===== src/rtl/key_matrix_scan_if.sv =====
// Keypad-side signal bundle for key_matrix_scan: row sense in, column drive and key report out.
// master = keypad/host side, slave = the scanner.
interface key_matrix_scan_if;
    logic [3:0] row_in;
    logic [3:0] col_out;
    logic [3:0] key_code;
    logic       key_valid;
    logic       key_down;

    modport master (
        output row_in,
        input  col_out,
        input  key_code,
        input  key_valid,
        input  key_down
    );

    modport slave (
        input  row_in,
        output col_out,
        output key_code,
        output key_valid,
        output key_down
    );
endinterface


===== src/rtl/key_matrix_scan.sv =====
// 4x4 keypad scanner with per-tick column scan, press/release debounce and a one-cycle key_valid pulse.
// Optional macro KEY_REPEAT_EN adds auto-repeat pulses every REPEAT_TICKS ticks while a key is held.
module key_matrix_scan #(
    parameter int unsigned SCAN_DIV       = 1000,
    parameter int unsigned DEBOUNCE_TICKS = 20,
    parameter int unsigned REPEAT_TICKS   = 500
) (
    input  logic              clk,
    input  logic              rst,
    key_matrix_scan_if.slave  kp
);
    localparam int unsigned DIV_W = (SCAN_DIV > 1) ? $clog2(SCAN_DIV) : 1;
    localparam int unsigned CNT_W = (DEBOUNCE_TICKS > 1) ? $clog2(DEBOUNCE_TICKS) : 1;
    localparam logic [DIV_W-1:0] DIV_LAST = DIV_W'(SCAN_DIV - 1);
    localparam logic [CNT_W-1:0] CNT_LAST = CNT_W'(DEBOUNCE_TICKS - 1);

    if (SCAN_DIV < 1 || DEBOUNCE_TICKS < 2 || REPEAT_TICKS < 1) begin : g_bad_params
        $error("key_matrix_scan: parameters out of range");
    end

    typedef enum logic [1:0] {IDLE, DEBOUNCE, PRESSED, RELEASE} state_e;

    state_e           state_q, state_d;
    logic [3:0]       sync1_q, sync2_q;
    logic [DIV_W-1:0] div_q;
    logic [1:0]       col_q, col_d;
    logic [3:0]       cand_q, cand_d;
    logic [CNT_W-1:0] cnt_q, cnt_d, cnt_inc;
    logic [3:0]       code_q, code_d;
    logic             valid_q, valid_d;
    logic             down_q, down_d;
    logic             tick, any_low, same_key, cand_low, cnt_done;
    logic [1:0]       low_row;

`ifdef KEY_REPEAT_EN
    localparam int unsigned RPT_W = (REPEAT_TICKS > 1) ? $clog2(REPEAT_TICKS) : 1;
    localparam logic [RPT_W-1:0] RPT_LAST = RPT_W'(REPEAT_TICKS - 1);
    logic [RPT_W-1:0] rpt_q, rpt_d;
`endif

    assign tick     = (div_q == DIV_LAST);
    assign any_low  = ~&sync2_q;
    assign same_key = any_low && (low_row == cand_q[1:0]);
    assign cand_low = ~sync2_q[cand_q[1:0]];
    assign cnt_inc  = cnt_q + CNT_W'(1);
    assign cnt_done = (cnt_inc == CNT_LAST);

    // Descending scan so the lowest-index low row wins.
    always_comb begin
        low_row = 2'd0;
        for (int unsigned i = 4; i > 0; i--) begin
            if (!sync2_q[i-1]) low_row = 2'(i - 1);
        end
    end

    always_ff @(posedge clk or posedge rst) begin
        if (rst) state_q <= IDLE;
        else     state_q <= state_d;
    end

    always_comb begin
        state_d = state_q;
        if (tick) begin
            case (state_q)
                IDLE:     if (any_low) state_d = DEBOUNCE;
                DEBOUNCE: if (!same_key) state_d = IDLE;
                          else if (cnt_done) state_d = PRESSED;
                PRESSED:  if (!cand_low) state_d = RELEASE;
                RELEASE:  if (cand_low) state_d = PRESSED;
                          else if (cnt_done) state_d = IDLE;
                default:  state_d = IDLE;
            endcase
        end
    end

    always_comb begin
        col_d   = col_q;
        cand_d  = cand_q;
        cnt_d   = cnt_q;
        code_d  = code_q;
        valid_d = 1'b0;
        down_d  = down_q;
`ifdef KEY_REPEAT_EN
        rpt_d   = rpt_q;
`endif
        if (tick) begin
            case (state_q)
                IDLE: begin
                    if (any_low) begin
                        cand_d = {col_q, low_row};
                        cnt_d  = '0;
                    end else begin
                        col_d = col_q + 2'd1;
                    end
                end
                DEBOUNCE: begin
                    if (!same_key) begin
                        col_d = col_q + 2'd1;
                    end else if (cnt_done) begin
                        code_d  = cand_q;
                        valid_d = 1'b1;
                        down_d  = 1'b1;
`ifdef KEY_REPEAT_EN
                        rpt_d   = '0;
`endif
                    end else begin
                        cnt_d = cnt_inc;
                    end
                end
                PRESSED: begin
                    if (!cand_low) begin
                        cnt_d = '0;
                    end
`ifdef KEY_REPEAT_EN
                    else if (rpt_q == RPT_LAST) begin
                        valid_d = 1'b1;
                        rpt_d   = '0;
                    end else begin
                        rpt_d = rpt_q + RPT_W'(1);
                    end
`endif
                end
                RELEASE: begin
                    if (cand_low) begin
`ifdef KEY_REPEAT_EN
                        rpt_d = '0;
`endif
                    end else if (cnt_done) begin
                        down_d = 1'b0;
                        col_d  = col_q + 2'd1;
                    end else begin
                        cnt_d = cnt_inc;
                    end
                end
                default: ;
            endcase
        end
    end

    always_ff @(posedge clk or posedge rst) begin
        if (rst) begin
            sync1_q <= '1;
            sync2_q <= '1;
            div_q   <= '0;
            col_q   <= '0;
            cand_q  <= '0;
            cnt_q   <= '0;
            code_q  <= '0;
            valid_q <= 1'b0;
            down_q  <= 1'b0;
`ifdef KEY_REPEAT_EN
            rpt_q   <= '0;
`endif
        end else begin
            sync1_q <= kp.row_in;
            sync2_q <= sync1_q;
            div_q   <= tick ? '0 : div_q + DIV_W'(1);
            col_q   <= col_d;
            cand_q  <= cand_d;
            cnt_q   <= cnt_d;
            code_q  <= code_d;
            valid_q <= valid_d;
            down_q  <= down_d;
`ifdef KEY_REPEAT_EN
            rpt_q   <= rpt_d;
`endif
        end
    end

    assign kp.col_out   = ~(4'b0001 << col_q);
    assign kp.key_code  = code_q;
    assign kp.key_valid = valid_q;
    assign kp.key_down  = down_q;

endmodule


===== src/flat_wrapper.sv =====
// flat-port wrapper written by rule: the top's interface ports become plain ports
module key_matrix_scan_flat 
#(
    parameter int unsigned SCAN_DIV       = 1000,
    parameter int unsigned DEBOUNCE_TICKS = 20,
    parameter int unsigned REPEAT_TICKS   = 500
)
  (clk, rst, kp_row_in, kp_col_out, kp_key_code, kp_key_valid, kp_key_down);
  key_matrix_scan_if kp_i ();
  input  logic clk;
  input  logic rst;
  input wire logic [$bits(kp_i.row_in)-1:0] kp_row_in;
  output wire logic [$bits(kp_i.col_out)-1:0] kp_col_out;
  output wire logic [$bits(kp_i.key_code)-1:0] kp_key_code;
  output wire logic [$bits(kp_i.key_valid)-1:0] kp_key_valid;
  output wire logic [$bits(kp_i.key_down)-1:0] kp_key_down;
  assign kp_i.row_in = kp_row_in;
  assign kp_col_out = kp_i.col_out;
  assign kp_key_code = kp_i.key_code;
  assign kp_key_valid = kp_i.key_valid;
  assign kp_key_down = kp_i.key_down;
  key_matrix_scan #(.SCAN_DIV(SCAN_DIV), .DEBOUNCE_TICKS(DEBOUNCE_TICKS), .REPEAT_TICKS(REPEAT_TICKS)) u_core (.clk(clk), .rst(rst), .kp(kp_i));
endmodule

===== config.mk =====
export PLATFORM = sky130hd
export DESIGN_NAME = key_matrix_scan_flat
export DESIGN_NICKNAME = d
export VERILOG_FILES = /design/src/rtl/key_matrix_scan_if.sv /design/src/rtl/key_matrix_scan.sv /design/src/flat_wrapper.sv
export SDC_FILE = /design/constraint.sdc
export NUM_CORES = 1
export LEC_CHECK = 0
export CAP_MARGIN = 25
export CORE_AREA = 8 8 79 81
export DETAILED_ROUTE_END_ITERATION = 8
export DIE_AREA = 0 0 87 89
export GPL_ROUTABILITY_DRIVEN = 0
export PLACE_DENSITY = 0.66
export SKIP_CTS_REPAIR_TIMING = 1
export SYNTH_ARGS = -nofsm -noshare
export SYNTH_HDL_FRONTEND = slang
export SYNTH_SLANG_ARGS = --single-unit

===== constraint.sdc =====
create_clock -name clk -period 2 [get_ports clk]
set_input_delay 0.6 -clock clk [delete_from_list [all_inputs] [get_ports clk]]
set_output_delay 0.6 -clock clk [all_outputs]
set_load 0.02 [all_outputs]

==> results.tsv, run 1 <==
stage	metric	value	unit
logic_synthesis	synthesis.area	1820	µm²
final_layout	stdcell_area	2477	µm²
logic_synthesis	netlist_instances	160	
power	power.leakage	0.001089	µW
global_route	grt_pass1_vias	1391	
power	power_density	529.5	nW/µm²
worst_setup_path	path_class	register to register	
timing	hold_viol	0	
logic_synthesis	synth-seq-cells	37	
logic_synthesis	ys_seq_area_share	51.41	%
logic_synthesis	syn-num-nets	173	
detailed_routing	first_pass_iters	4	
cts	numCtsBuffers	5	
worst_setup_path	cp_slowest_cell	or4_4	
worst_setup_path	crit_family	simple AND/OR/NAND/NOR gates	
cts	htreeDepth	2	
final_layout	nFillCells	454	
detailed_routing	postRouteAntennaNets	0	
timing	relSlewSlack	74.66	%
logic_synthesis	ys_warn_count	0	
worst_setup_path	start_kind	register	
place	post_dp_cell_area	2297	µm²
final_layout	layout_commonest_cell	buf_4	
hold_path	hold_start	u_core.sync1_q[3]	
final_layout	mostFrequentLayoutCells	31 x buf_4, 28 x dfrtp_1, 16 x nand2_1	
final_layout	n_antenna_cell	0	
cts	tritoncts	yes	
floorplan	start_util	36.58	%
final_layout	utilization	49.77	%
floorplan	core_area	4977	µm²
timing	drv_slew	0	
status	violations	setup timing	
hold_path	hold_path_class	register to register	
cts	clkTransAtPathRegs	0.07	ns
timing	tightest_slew	0.3766	ns
worst_setup_path	cp.arrival	2.23	ns
detailed_routing	remaining_drc_errors	0	
timing	skew	0.003110	ns
power	ir_worst_vdd	479.3	µV
global_route	grt-ovfl-total	0	
power	power	1312	µW
worst_setup_path	end_kind	register	
global_route	grt_pass1_wl	6.058	mm
timing	setup_ws	-0.06070	ns
final_layout	nNetsFinal	226	
floorplan	rows	26	
logic_synthesis	ys.flop_type	dfrtp_1	
place	dpl.hpwl	2.554	mm
detailed_routing	drt_wl_total	3.494	mm
logic_synthesis	synth_top_area_cell	dfrtp_1	
timing	fin_crit_sh	103.0	%
worst_setup_path	worstPathRequired	2.17	ns
logic_synthesis	yosys.area.top_type_share	39.86	%
flow_run	maxCapViolations	0	
floorplan	die_h	89	µm
cts	clk_latency	0.29	ns
global_route	grt_max_degree	38	
logic_synthesis	yosysUniqueCellTypes	51	
logic_synthesis	synth_area_leaders	dfrtp_1 40%, dfstp_2 12%, ha_1 4.8%	
floorplan	dieArea	7743	µm²
cts	cts_root_buf	clkbuf_8	
worst_setup_path	crit_buf_inv	0	
detailed_routing	via_count	1348	
worst_setup_path	cpPeakStageDelay	0.61	ns
logic_synthesis	syn_avg_cell_area	11.38	µm²
worst_setup_path	crit_fanout	5	
place	port_buffers	15	
worst_setup_path	timing.rr.start	u_core.cnt_q[1]	
status	status	complete, but fails checks	
logic_synthesis	synth_edf_count	0	
logic_synthesis	async_flop_share	100.0	%
cts	clk_path_buf_depth	2	
detailed_routing	via_per_inst	4.746	
worst_setup_path	crit_start	u_core.cnt_q[1]	
cts	cts_sinks	37	
detailed_routing	drt_iter0_drc	110	
timing	rsz0062_at_grt	yes	
timing	fin_crit	2.061	ns
final_layout	area_growth_syn_to_layout	36.08	%
floorplan	die_width	87	µm
floorplan	ios	16	
timing	setup_violations	4	
timing	max_clock_freq	485.3	MHz
final_layout	drive_above_1_share	36.45	%
global_route	track_usage	9.891	%
detailed_routing	wl_per_cell	12.30	µm
global_route	antenna_found_initial	0	
worst_setup_path	crit_chain	ha_4, nand3_2, nor2_2, a32oi_2, or4_4, mux2_4	
==> cell type report <==
type	count	area, µm²	share of cell area, %
Clock buffer	5	68.82	2.778
Tap cell	70	87.58	3.535
Multi-Input combinational cell	111	897.1	36.21
Sequential cell	37	937.1	37.83
Clock inverter	3	17.52	0.7071
Inverter	9	33.78	1.364
Timing Repair Buffer	49	435.4	17.58
==> through the flow <==
| stage | cells | worst slack, ns | hold WS [ns] | TNS (ns) |
|---|---|---|---|---|
| final | 284 | -0.06070 | 0.3565 | -0.2198 |
| after global routing | 284 | -0.1650 | 0.3646 | -0.7034 |
| after CTS | 279 | -0.2421 | 0.3583 | -1.220 |
| after detailed placement | 271 | -0.07152 | 0.3476 | -0.2726 |
| after global placement | 271 | -0.02437 | 0.3457 | -0.09667 |
| after floorplan | 160 | -0.05197 | 0.3452 | -0.2079 |
==> cells by family after synthesis <==
| logic type | after synthesis | share of synthesized area [%] |
|---|---|---|
| buffers and inverters | 12 | 2.955 |
| muxes | 12 | 9.004 |
| AOI/OAI and AO/OA | 25 | 11.13 |
| and+or+nand+nor | 60 | 17.32 |
| DFF | 37 | 51.41 |
| xor gates and xnor gates | 7 | 3.368 |
| adders and majority gates | 7 | 4.811 |
==> per-layer routing <==
metal	vias to the layer above	GRT usage (%)	wire length, µm
li1	678	-	-
met1	643	11.19	1579
met2	21	16.79	1728
met3	6	2.941	130
met4	0	4.695	56
met5	-	0	0
==> worst paths after layout <==
check | end | slack (ns) | cells after the start
worst max-delay path | u_core.kp.key_code[3] | -0.06 | 6
worst min-delay path | u_core.sync2_q[3] | 0.36 | 0
worst max register to register | u_core.kp.key_code[3] | -0.06 | 6
worst min register to register | u_core.sync2_q[3] | 0.36 | 0
max in group asynchronous | u_core.sync2_q[1] | 1.08 | 3
min in group asynchronous | u_core.kp.key_valid | 0.65 | 3
==> state kept, by name (all words and copies together) (netlist names) <==
signal               cells
u_core.kp.key_valid      1
u_core.kp.key_down       1
u_core.col_q             2
u_core.cnt_q             5
u_core.sync2_q           4
u_core.cand_q            4
u_core.sync1_q           4
u_core.state_q           2
u_core.kp.key_code       4
u_core.div_q            10
==> power by group <==
part | total (µW) | internal (µW) | switching [µW]
Sequential | 769 | 763 | 6.34
Combinational | 44.1 | 21.8 | 22.3
Clock | 498 | 240 | 258
Total | 1310 | 1020 | 287
==> cell usage after synthesis (3+ instances only) <==
| cell | count |
|---|---|
| dfrtp_1 | 29 |
| nand2_1 | 16 |
| nor2_1 | 14 |
| inv_1 | 9 |
| dfstp_2 | 8 |
| ha_1 | 7 |
| nand3_1 | 7 |
| mux2_2 | 6 |
| a21oi_1 | 4 |
| mux2_4 | 4 |
| nor3_1 | 4 |
| xnor2_1 | 4 |
| o21ai_0 | 3 |
| xor2_1 | 3 |
(Power assumes the default switching activity.)
==> run 2, diff against run 1 <==
- CORE_AREA: 8 8 79 81 -> 2 2 73 75
- DIE_AREA: 0 0 87 89 -> 0 0 75 77
==> run 2 against run 1 <==
Effect of this change: the flow still finishes with violations (setup timing); sequential power is essentially flat; power rose by 14%; non-clock buffer count up 5; sequential cell count unchanged; core utilization grew 1.8 points; register-to-register slack worse by 0.04 ns; fmax fell by 1.8%; hold slack better by 0.00075 ns; design area rose by 3.6%; count of clock-buffer cells in the layout rose by 1; die area down 25%; highest routed layer unchanged.
==> results.tsv, run 2 (same netlist as run 1, synthesis figures left out) <==
stage	metric	value	unit
timing	tightest_slew	0.3722	ns
place	post_dp_cell_area	2297	µm²
hold_path	hold-path-endpoint	u_core.sync2_q[3]	
worst_setup_path	crit_start	u_core.sync2_q[1]	
power	power_density	581.3	nW/µm²
hold_path	hold_depth	0	
hold_path	hold_start	u_core.sync1_q[3]	
final_layout	largest_register	u_core.div_q	
cts	clk_path_buf_depth	2	
timing	drv_slew	0	
final_layout	mostFrequentLayoutCells	37 x buf_4, 27 x dfrtp_1, 16 x nand2_1	
global_route	grt-ovfl-total	0	
global_route	track_usage	14.57	%
place	dpl.hpwl	2.650	mm
worst_setup_path	end_kind	register	
detailed_routing	drt_iter0_drc	74	
global_route	antenna_found_initial	0	
worst_setup_path	crit_family	simple AND/OR/NAND/NOR gates	
detailed_routing	first_pass_iters	4	
hold_path	hold_path_class	register to register	
detailed_routing	postRouteAntennaNets	0	
timing	rsz0062_at_grt	yes	
worst_setup_path	cpPeakStageDelay	0.60	ns
worst_setup_path	cp.arrival	2.28	ns
final_layout	top_regs	u_core.div_q: 10 flops, u_core.cnt_q: 5 flops	
flow_run	maxCapViolations	0	
cts	clk_latency	0.29	ns
final_layout	regArea	938.4	µm²
worst_setup_path	reg2regPathDepth	5	
worst_setup_path	worstPathRequired	2.18	ns
global_route	grt_pass1_wl	6.361	mm
worst_setup_path	cp_slowest_cell	or4_4	
power	ir_worst_vdd	512.0	µV
floorplan	die_width	75	µm
final_layout	n_antenna_cell	0	
timing	setup_ws	-0.09859	ns
status	violations	setup timing	
global_route	grt_max_degree	38	
final_layout	largest_reg_flops	10	
worst_setup_path	crit_buf_inv	0	
timing	relSlewSlack	74.55	%
final_layout	stdcell_area	2567	µm²
status	status	complete, but fails checks	
final_layout	nFillCells	433	
cts	cts_sinks	37	
worst_setup_path	crit_chain	and4b_1, o211ai_1, and2_4, or4_4, mux2_4	
worst_setup_path	timing.rr.start	u_core.sync2_q[1]	
timing	fin_crit_sh	104.9	%
detailed_routing	drt_wl_total	3.949	mm
final_layout	nNetsFinal	231	
timing	setup_violations	5	
worst_setup_path	crit_fanout	6	
floorplan	ios	16	
detailed_routing	remaining_drc_errors	0	
place	place_worst_setup_slack	-0.06768	ns
detailed_routing	via_per_inst	4.720	
global_route	grt_pass1_vias	1350	
timing	hold_viol	0	
power	power.leakage	0.001165	µW
cts	tritoncts	yes	
cts	numCtsBuffers	5	
cts	cts_root_buf	clkbuf_8	
final_layout	area_growth_syn_to_layout	41.03	%
cts	clkTransAtPathRegs	0.07	ns
place	port_buffers	15	
final_layout	multi_input_area	909.6	µm²
floorplan	start_util	36.58	%
floorplan	rows	26	
worst_setup_path	start_kind	register	
floorplan	core_area	4977	µm²
detailed_routing	via_count	1364	
final_layout	drive_above_1_share	38.81	%
floorplan	die_h	77	µm
worst_setup_path	reg2reg_to	u_core.kp.key_code[1]	
floorplan	dieArea	5775	µm²
timing	skew	0.005283	ns
cts	htreeDepth	2	
worst_setup_path	path_class	register to register	
detailed_routing	wl_per_cell	13.66	µm
timing	fin_crit	2.099	ns
worst_setup_path	r2r_slack	-0.1	ns
final_layout	layout_commonest_cell	buf_4	
timing	max_clock_freq	476.5	MHz
-- run 2: cell count changes in the layout (fill, tap and decap cells not counted), sizes merged --
cell    before  now
buf         34   39
bufinv       0    1
clkinv       2    0
clkbuf       5    6
-- run 2: how the worst max path moves through the flow --
| stage | to | cells after the start | slack [ns] |
|---|---|---|---|
| floorplan | u_core.kp.key_code[0] | 7 | -0.05 |
| global placement | u_core.kp.key_code[0] | 6 | -0.02 |
| detailed placement | u_core.kp.key_code[3] | 6 | -0.07 |
| CTS | kp_col_out[0] | 4 | -0.26 |
| global route | u_core.kp.key_code[1] | 5 | -0.17 |
| finish | u_core.kp.key_code[1] | 5 | -0.1 |
-- run 2: cell type report --
| type | instances | share of cell area, % |
|---|---|---|
| Clock buffer | 6 | 3.216 |
| Clock inverter | 2 | 1.462 |
| Inverter | 9 | 1.316 |
| Multi-Input combinational cell | 111 | 35.43 |
| Sequential cell | 37 | 36.55 |
| Tap cell | 70 | 3.411 |
| Timing Repair Buffer | 54 | 18.62 |
-- run 2: metal layers --
layer / global-route usage, % / wire [µm] / up-vias
met3: 3.811 / 99 / 7
met1: 19.44 / 1788 / 658
met2: 22.54 / 2002 / 14
met5: 0 / 0 / -
met4: 5.179 / 58 / 0
li1: - / - / 685
-- run 2: power by group --
part	total (µW)	internal, µW	switching (µW)
Combinational	47.9	24.1	23.8
Sequential	770	763	7.03
Clock	675	405	269
Total	1490	1190	300
-- run 2: per-stage QoR --
stage	instances	hold WS [ns]	power [µW]	setup TNS, ns	util [%]
2_1_floorplan	160	0.3452	801.3	-0.2079	-
3_3_place_gp	271	0.3460	826.6	-0.06151	46.15
3_5_place_dp	271	0.3470	828.8	-0.2622	46.15
4_1_cts	279	0.3582	1512	-1.336	48.57
5_1_grt	289	0.3601	1551	-0.9161	51.58
6_report	289	0.3573	1492	-0.3979	51.58
==> run 3, diff against run 2 <==
- CTS_CLUSTER_SIZE: not set -> 28
- GPL_TIMING_DRIVEN: not set -> 1
- clock period: 2 -> 1.8 ns (I/O delays scaled with it)
==> run 3 against run 2 <==
Effect of this change: the flow still finishes with violations (setup timing); critical path depth rose by 1; via count rose by 4.3%; hold slack better by 0.0017 ns; routed wire length fell by 2.6%; register-to-register slack got worse by 0.18 ns; combinational power increased by 30%; design area is 2.7% higher; sequential share of layout area down 1.0 points; fmax grew 1.1%; core utilization is 1.4 points higher; count of clock-buffer cells in the layout increased by 1; critical path type unchanged; critical endpoint is now u_core.kp.key_code[3]; largest cell class is now multi-input gates.
==> results.tsv, run 3 (same netlist as run 1, synthesis figures left out) <==
stage	metric	value	unit
cts	clk_path_buf_depth	2	
global_route	grt-ovfl-total	0	
worst_setup_path	crit_family	simple AND/OR/NAND/NOR gates	
floorplan	start_util	36.58	%
final_layout	nNetsFinal	237	
worst_setup_path	crit_chain	ha_2, nand4_1, nor4_2, nand2_1, or4_4, mux2_4	
worst_setup_path	cp.arrival	2.25	ns
worst_setup_path	start_kind	register	
place	dpl.hpwl	2.601	mm
cts	clk_latency	0.30	ns
final_layout	largest_reg_flops	10	
worst_setup_path	worstPathRequired	1.98	ns
cts	tritoncts	yes	
final_layout	layout_commonest_cell	buf_4	
timing	skew	0.008988	ns
worst_setup_path	reg2regPathDepth	6	
worst_setup_path	crit_cells	6	
detailed_routing	postRouteAntennaNets	0	
worst_setup_path	crit_buf_inv	0	
detailed_routing	drt_wl_total	3.846	mm
final_layout	drive_above_1_share	43.56	%
timing	setup_violations	13	
cts	cts_sinks	37	
place	port_buffers	15	
timing	setup_ws	-0.2757	ns
timing	fin_crit	2.076	ns
cts	numCtsBuffers	5	
timing	tightest_slew	0.3826	ns
cts	cts_root_buf	clkbuf_8	
timing	final.setup.tns	-1.703	ns
worst_setup_path	end_kind	register	
global_route	track_usage	13.68	%
final_layout	top_regs	u_core.div_q: 10 flops, u_core.cnt_q: 5 flops	
timing	fin_crit_sh	115.3	%
power	ir_worst_vdd	567.8	µV
final_layout	largest_register	u_core.div_q	
floorplan	rows	26	
floorplan	ios	16	
detailed_routing	remaining_drc_errors	0	
detailed_routing	drt_iter0_drc	130	
cts	htreeDepth	2	
global_route	grt_pass1_vias	1310	
floorplan	die_width	75	µm
worst_setup_path	crit_fanout	5	
hold_path	hold_path_class	register to register	
power	power.leakage	0.001286	µW
cts	clkTransAtPathRegs	0.08	ns
global_route	antenna_found_initial	0	
detailed_routing	wl_per_cell	13.04	µm
worst_setup_path	cp_slowest_cell	or4_4	
status	status	complete, but fails checks	
timing	hold_viol	0	
detailed_routing	via_per_inst	4.820	
final_layout	mostFrequentLayoutCells	38 x buf_4, 28 x dfrtp_1, 16 x nand2_1	
power	power_density	594.1	nW/µm²
detailed_routing	first_pass_iters	4	
final_layout	n_antenna_cell	0	
timing	max_clock_freq	481.8	MHz
timing	rsz0062_at_grt	yes	
worst_setup_path	path_class	register to register	
global_route	grt_max_degree	38	
hold_path	hold_depth	0	
global_route	grt_pass1_wl	5.982	mm
floorplan	dieArea	5775	µm²
floorplan	core_area	4977	µm²
final_layout	area_growth_syn_to_layout	44.81	%
worst_setup_path	cpPeakStageDelay	0.61	ns
timing	drv_slew	0	
status	violations	setup timing	
detailed_routing	via_count	1422	
timing	relSlewSlack	74.26	%
place	place_worst_setup_slack	-0.2528	ns
flow_run	maxCapViolations	0	
floorplan	die_h	77	µm
==> run 3: changes by cell type in the layout (fill, tap and decap cells not counted), moves of 2 or more <==
cell             before  now
buf_6                 0    6
clkdlybuf4s50_1      11    6
and2_4                1    3
clkbuf_2              0    2
dlymetal6s2s_1        4    6
nor2_2                2    0
nor2_4                0    2
==> run 3: per-layer routing <==
metal  track usage, %  vias up  wire, µm
met3            5.125        7       129
met1            18.38      695      1794
met5                0        -         0
met4            3.750        0        59
met2            20.53       24      1863
li1                 -      696         -
==> run 3: cell type report <==
type	instances	area, µm²
fill	429	2341
multi-input combinational	111	953.4
sequential	37	937.1
timing repair buffer	60	523.0
clock buffer	7	96.34
tap	70	87.58
inverter	9	33.78
clock inverter	1	5.005
==> run 3: worst paths after layout <==
check	startpoint	end	slack (ns)
setup reg to reg	u_core.div_q[1]	u_core.kp.key_code[3]	-0.28
max in group asynchronous	rst	u_core.sync1_q[0]	0.95
hold / removal	u_core.sync1_q[3]	u_core.sync2_q[3]	0.36
min in group asynchronous	rst	u_core.cnt_q[0]	0.57
setup / recovery	u_core.div_q[1]	u_core.kp.key_code[3]	-0.28
hold reg to reg	u_core.sync1_q[3]	u_core.sync2_q[3]	0.36
==> run 3: through the flow <==
| stage | util (%) | hold slack [ns] | cells | cell area (µm²) | total power, µW |
|---|---|---|---|---|---|
| 6_report | 52.97 | 0.3590 | 295 | 2636 | 1566 |
| 3_5_place_dp | 47.96 | 0.3492 | 283 | 2387 | 926.7 |
| 4_1_cts | 50.00 | 0.3595 | 291 | 2489 | 1575 |
| 3_3_place_gp | 47.96 | 0.3462 | 283 | 2387 | 924.8 |
| 2_1_floorplan | - | 0.3452 | 160 | 1849 | 890.6 |
| 5_1_grt | 52.97 | 0.3614 | 295 | 2636 | 1618 |
==> run 3: power by group <==
part	switching, µW	internal, µW	total, µW
Clock	304	346	650
Combinational	29.2	33.2	62.4
Sequential	6.75	847	854
Total	339	1230	1570
